===== src/rtl/ps_window_accum_pkg.sv =====
// Shared definitions for the power-stage window accumulator and its neighbours.
// Widths match the squaring stage that feeds this block.
package ps_pkg;

  localparam int PS_DATA_WIDTH = 32;
  localparam int PS_IN_WIDTH   = 16;
  localparam int PS_LOG2_WIN   = 4;

  typedef enum logic [0:0] {
    IDLE  = 1'b0,
    ACCUM = 1'b1
  } ps_acc_state_t;

  // A window of one sample still needs a 1-bit counter so the vector stays legal.
  function automatic int ps_cnt_width(input int log2_win);
    return (log2_win > 0) ? log2_win : 1;
  endfunction

endpackage


===== src/rtl/ps_window_accum_if.sv =====
// Sample stream in, window statistics out, for the power-stage window accumulator.
// master drives samples and reads results; slave is the accumulator itself.
interface ps_window_accum_if
  import ps_pkg::*;
#(
  parameter int DATA_WIDTH = PS_DATA_WIDTH,
  parameter int ACC_WIDTH  = PS_DATA_WIDTH + PS_LOG2_WIN
);

  logic                  clr;
  logic                  in_valid;
  logic [DATA_WIDTH-1:0] din;
  logic [DATA_WIDTH-1:0] threshold;
  logic [ACC_WIDTH-1:0]  sum_out;
  logic [DATA_WIDTH-1:0] mean_out;
  logic                  out_valid;
  logic                  above_thr;
  logic [15:0]           win_cnt;

  modport master (
    output clr, in_valid, din, threshold,
    input  sum_out, mean_out, out_valid, above_thr, win_cnt
  );

  modport slave (
    input  clr, in_valid, din, threshold,
    output sum_out, mean_out, out_valid, above_thr, win_cnt
  );

endinterface


===== src/rtl/ps_window_accum.sv =====
// Sums squared samples over back-to-back windows of 2**LOG2_WIN valid samples and
// reports window energy, mean power and a threshold flag once per window.
module ps_window_accum
  import ps_pkg::*;
#(
  parameter int DATA_WIDTH = PS_DATA_WIDTH,
  parameter int LOG2_WIN   = PS_LOG2_WIN,
  parameter int ACC_WIDTH  = DATA_WIDTH + LOG2_WIN,
  parameter int ALIGN_DLY  = 1
) (
  input logic             clk,
  input logic             rst,
  ps_window_accum_if.slave bus
);

  localparam int              CNT_W    = ps_cnt_width(LOG2_WIN);
  localparam logic [CNT_W-1:0] LAST_CNT = CNT_W'((64'd1 << LOG2_WIN) - 64'd1);
  localparam bit              SINGLE   = (LOG2_WIN == 0);

  logic                  v_al;
  ps_acc_state_t         state;
  logic [ACC_WIDTH-1:0]  acc;
  logic [CNT_W-1:0]      cnt;
  logic [ACC_WIDTH-1:0]  sum_next;
  logic [DATA_WIDTH-1:0] mean_next;
  logic                  last;

  // Upstream raises valid when it captures a sample; the square shows up a cycle later.
  generate
    if (ALIGN_DLY == 1) begin : g_align
      logic v_al_q;

      always_ff @(posedge clk) begin
        if (rst || bus.clr) begin
          v_al_q <= 1'b0;
        end else begin
          v_al_q <= bus.in_valid;
        end
      end

      assign v_al = v_al_q;
    end else begin : g_no_align
      assign v_al = bus.in_valid;
    end
  endgenerate

  assign sum_next  = acc + ACC_WIDTH'(bus.din);
  assign mean_next = DATA_WIDTH'(sum_next >> LOG2_WIN);
  assign last      = v_al && (SINGLE ? (state == IDLE)
                                     : (state == ACCUM && cnt == LAST_CNT));

  always_ff @(posedge clk) begin
    if (rst || bus.clr) begin
      state <= IDLE;
      acc   <= '0;
      cnt   <= '0;
    end else if (v_al) begin
      if (last) begin
        state <= IDLE;
        acc   <= '0;
        cnt   <= '0;
      end else if (state == IDLE) begin
        state <= ACCUM;
        acc   <= ACC_WIDTH'(bus.din);
        cnt   <= CNT_W'(1);
      end else begin
        acc <= sum_next;
        cnt <= cnt + 1'b1;
      end
    end
  end

  // Results only move on the final sample of a window; clr suppresses the emit.
  always_ff @(posedge clk) begin
    if (rst) begin
      bus.sum_out   <= '0;
      bus.mean_out  <= '0;
      bus.above_thr <= 1'b0;
      bus.out_valid <= 1'b0;
      bus.win_cnt   <= '0;
    end else begin
      bus.out_valid <= 1'b0;
      if (!bus.clr && last) begin
        bus.sum_out   <= sum_next;
        bus.mean_out  <= mean_next;
        bus.above_thr <= (mean_next > bus.threshold);
        bus.out_valid <= 1'b1;
        bus.win_cnt   <= bus.win_cnt + 16'd1;
      end
    end
  end

endmodule

===== src/flat_wrapper.sv =====
// flat-port wrapper written by rule: the top's interface ports become plain ports
module ps_window_accum_flat import ps_pkg::*;
#(
  parameter int DATA_WIDTH = PS_DATA_WIDTH,
  parameter int LOG2_WIN   = PS_LOG2_WIN,
  parameter int ACC_WIDTH  = DATA_WIDTH + LOG2_WIN,
  parameter int ALIGN_DLY  = 1
)
  (clk, rst, bus_clr, bus_in_valid, bus_din, bus_threshold, bus_sum_out, bus_mean_out, bus_out_valid, bus_above_thr, bus_win_cnt);
  ps_window_accum_if #(.DATA_WIDTH(DATA_WIDTH), .ACC_WIDTH(ACC_WIDTH)) bus_i ();
  input logic clk;
  input logic rst;
  input wire logic [$bits(bus_i.clr)-1:0] bus_clr;
  input wire logic [$bits(bus_i.in_valid)-1:0] bus_in_valid;
  input wire logic [$bits(bus_i.din)-1:0] bus_din;
  input wire logic [$bits(bus_i.threshold)-1:0] bus_threshold;
  output wire logic [$bits(bus_i.sum_out)-1:0] bus_sum_out;
  output wire logic [$bits(bus_i.mean_out)-1:0] bus_mean_out;
  output wire logic [$bits(bus_i.out_valid)-1:0] bus_out_valid;
  output wire logic [$bits(bus_i.above_thr)-1:0] bus_above_thr;
  output wire logic [$bits(bus_i.win_cnt)-1:0] bus_win_cnt;
  assign bus_i.clr = bus_clr;
  assign bus_i.in_valid = bus_in_valid;
  assign bus_i.din = bus_din;
  assign bus_i.threshold = bus_threshold;
  assign bus_sum_out = bus_i.sum_out;
  assign bus_mean_out = bus_i.mean_out;
  assign bus_out_valid = bus_i.out_valid;
  assign bus_above_thr = bus_i.above_thr;
  assign bus_win_cnt = bus_i.win_cnt;
  ps_window_accum #(.DATA_WIDTH(DATA_WIDTH), .LOG2_WIN(LOG2_WIN), .ACC_WIDTH(ACC_WIDTH), .ALIGN_DLY(ALIGN_DLY)) u_core (.clk(clk), .rst(rst), .bus(bus_i));
endmodule

===== config.mk =====
export PLATFORM = sky130hd
export DESIGN_NAME = ps_window_accum_flat
export DESIGN_NICKNAME = d
export VERILOG_FILES = /design/src/rtl/ps_window_accum_pkg.sv /design/src/rtl/ps_window_accum_if.sv /design/src/rtl/ps_window_accum.sv /design/src/flat_wrapper.sv
export SDC_FILE = /design/constraint.sdc
export NUM_CORES = 1
export LEC_CHECK = 0
export CAP_MARGIN = 20
export CORE_MARGIN = 3
export CORE_UTILIZATION = 50
export CTS_CLUSTER_DIAMETER = 50
export CTS_CLUSTER_SIZE = 40
export DETAILED_ROUTE_END_ITERATION = 7
export HOLD_SLACK_MARGIN = 0.06
export PLACE_DENSITY = 0.83
export RECOVER_POWER = 100
export SYNTH_ARGS = -nofsm -noshare
export SYNTH_HDL_FRONTEND = slang
export SYNTH_SLANG_ARGS = --single-unit
export TNS_END_PERCENT = 20

===== constraint.sdc =====
create_clock -name clk -period 4.63 [get_ports clk]
set_clock_uncertainty 0.05 [all_clocks]
set_input_delay 0.6945 -clock clk [delete_from_list [all_inputs] [get_ports clk]]
set_output_delay 0.6945 -clock clk [all_outputs]
set_load 0.02 [all_outputs]

==> metrics.txt <==
area grow syn2layout 32.52%; Rel. slew slack -41.87%; IO Count 154; failing checks capacitance limit, slew limit; flop-to-flop setup slack 0.46 ns; Worst EP required 4.83 ns; Via density 5.803; number of global-route vias before repair 6662; mux cell area share after synthesis 1.618%; Compound-Gate Fraction of Synth Area 23.28%; remaining antenna violation count 0; routability cong. 0.9864; ys flop type dfxtp_1; ANT cells 0; Avg Inst Size Synth 8.073 um2; Remaining DRCs 0; DP HPWL 15970 um; synth top area cells dfxtp_1 (28%), ha_1 (12%), a21oi_1 (5.5%), nand2_1 (4.7%), nor2_1 (4.1%); CP Launch Point bus_din[1]; Setup-failing EPs final 0; share of synthesized registers carrying an async set or reset 0%; Clock Tree Buf Depth 2; share of layout cells above drive strength 1 11.02%; Setup crit end kind flop; Post-Synthesis Cells 843; Ys Warns 0; placed insts 1180; power density over cell area 222.7 mW/mm2; Post-Synth XOR/XNOR Area 4.891%; initial antenna violation count 0; post-layout util 69.49%; gr busiest metal met2; clock slew seen by the registers of the worst setup and hold paths 0.07 ns; status finished, violations left; main combinational cell family by area after synthesis compound AO/OA/AOI/OAI gates; wire per inst 18.01 um; Synth Area in Simple Gates 20.43%; post-synth top area share 28.24%; Max Freq 0.2262 GHz; Final Cycle Share 95.47%; total congestion overflow 0; total clock sinks 96; core area 0.01298 mm2; first-pass GRT wire length 33550 um; met1 Usage GRT 37.96%; Die Width 122.7 um; WL final 21550 um; CTS root buffer clkbuf_16; Adder-Cell Fraction of Synth Area 12.43%; Reg-to-Reg End u_core.bus.win_cnt[12]; arrival time worst endpoint 4.62 ns; final hold vios 0; sequential cell area 0.001922 mm2; CP endpoint u_core.bus.above_thr; grt met3 use 5.806%; Synth cell types 74; clock period minus worst slack 4.420 ns; EDFF count, synth 0; DIE AREA 0.01505 mm2; Setup crit start kind primary input; max-cap violation count 3; TritonCTS buffer count 9; met2 Use GR 45.17%; Tot GR Track Use 28.57%; r2r startpoint u_core.g_align.v_al_q; Setup WS post-layout 0.2099 ns; Vias 6946; max incr delay on CP 0.48 ns; initial core utilization 52.43%; Synth Register Bits 96; most numerous cell in the Yosys netlist dfxtp_1; Layout fillers 1062; largest net degree at the start of global routing 52; area of the multi-input gates 0.004287 mm2; Worst Hold Class flop to flop; Worst-Margin Slew 2.128 ns; most frequent cells after synthesis dfxtp_1 (96), nand2_1 (86), a21oi_1 (75); Critical Path, Cell by Cell clkdlybuf4s50_1, ha_1, a21oi_1, nor2_1, a2111o_1, clkbuf_1, a21oi_1, o21ai_0, xor2_1, ha_1, a21o_1, a21o_1, a2111oi_2, o21ai_0, o211ai_1, nand3_1, a22oi_1, nor2_1; port bufs 153; WS Path Type primary input to flop; CTS H-tree lvls 3; pre-CTS setup slack -0.2910 ns; TritonCTS clock tree yes; row count 41; Nets 1155; initial drt markers 718; DIE HEIGHT 122.7 um; Cell Count, Final, Fillers Out 1197; P_leak 0.004205 uW; synthesized cell area 0.006805 mm2; drt first pass iters 7; maximum vdd ir drop 0.1665 mV; register area share after synthesis 28.24%; fin. max-slew vios 86; crit path max fanout 3; CTS Hold Bufs 0; Synthesized Nets 978; R2R cell count 8; Clock Latency Late Sink 0.36 ns; Synth area leader dfxtp_1; Worst path slowest cell clkdlybuf4s50_1; Power, Total 2008 uW
-- how the worst min path moves through the flow --
| stage | start | endpoint | slack (ns) | cells past startpoint |
|---|---|---|---|---|
| 5_1_grt | u_core.bus.sum_out[3] | u_core.bus.sum_out[3] | 0.45 | 2 |
| 2_1_floorplan | u_core.acc[6] | u_core.acc[6] | 0.38 | 2 |
| 6_report | u_core.bus.sum_out[3] | u_core.bus.sum_out[3] | 0.42 | 2 |
| 3_3_place_gp | u_core.acc[6] | u_core.acc[6] | 0.39 | 2 |
| 3_5_place_dp | u_core.acc[6] | u_core.acc[6] | 0.40 | 2 |
| 4_1_cts | u_core.acc[6] | u_core.acc[6] | 0.42 | 2 |
-- metrics by stage --
| stage | hold slack [ns] | instance area, um2 | setup TNS (ns) |
|---|---|---|---|
| after detailed placement | 0.4039 | 8716 | -0.2910 |
| after global routing | 0.4465 | 9019 | -0.06164 |
| final | 0.4170 | 9019 | 0 |
| after CTS | 0.4199 | 9030 | 0 |
| after global placement | 0.3878 | 8716 | -0.1529 |
| after floorplan | 0.3791 | 6805 | 0 |
-- layout by cell type (no fill, tap or decap), drive strengths merged, types with 5 or more instances in the layout --
master         count
nand2             86
ha                66
nor2b              9
xor2              22
o21ai             43
a222oi             7
o211ai             5
or3               12
buf               72
a21oi             76
xnor2             16
nor2              74
a22oi              7
clkdlybuf4s50     65
o22ai              5
o21a               6
a211oi             9
and2               8
nor3              11
a311oi             5
a31oi              5
a21o              31
nand2b             9
dfxtp             96
nand4             16
dlygate4sd3       87
nand3             19
and3              11
inv               49
mux2i             11
nor3b              5
clkbuf            21
nand3b             8
a211o              5
-- worst max-delay path: cells and delay by family --
| kind | cells | cell delay (ns) |
|---|---|---|
| buffers and inverters | 2 | 0.64 |
| XOR/XNOR | 1 | 0.25 |
| adder cells (fa/ha/maj) | 2 | 0.62 |
| AO/OA/AOI/OAI | 10 | 2.13 |
| AND/OR/NAND/NOR | 3 | 0.25 |
-- power breakdown --
group | switching, uW | internal, uW | total, uW | leakage [uW]
Sequential | 4.25 | 830 | 834 | 0.000774
Clock | 363 | 443 | 806 | 0.000152
Combinational | 192 | 175 | 368 | 0.00328
Total | 560 | 1450 | 2010 | 0.00421
-- cell families after synthesis --
kind of cell / count (synthesis)
adders and majority gates: 67
buffers and inverters: 115
DFF: 96
AOI/OAI and AO/OA: 235
muxes: 11
xor gates and xnor gates: 38
and+or+nand+nor: 281
-- area by class of cell --
class,count,share of cell area (%)
Clock buffer,10,2.650
Clock inverter,6,0.8324
Sequential cell,96,21.31
Tap cell,172,2.386
Timing Repair Buffer,235,23.38
Inverter,46,1.915
Multi-Input combinational cell,632,47.53
-- routing by layer --
layer,wire (um),part of all wire [%]
met1,9437,44
met2,9683,45
met3,1833,8.5
met4,598,2.8
met5,0,0
-- flip-flops by register name, indices dropped and copies added, names as in the netlist --
name	flops
u_core.acc	36
u_core.bus.above_thr	1
u_core.bus.mean_out	32
u_core.bus.out_valid	1
u_core.bus.sum_out	4
u_core.bus.win_cnt	16
u_core.cnt	4
u_core.g_align.v_al_q	1
u_core.state	1
-- repair_timing --
action,4_1_cts,5_1_grt
setup buffers,0,1
gates resized for setup,0,8
setup endpoints to repair,0,1
No activity file was read; power rests on OpenSTA's default activity.
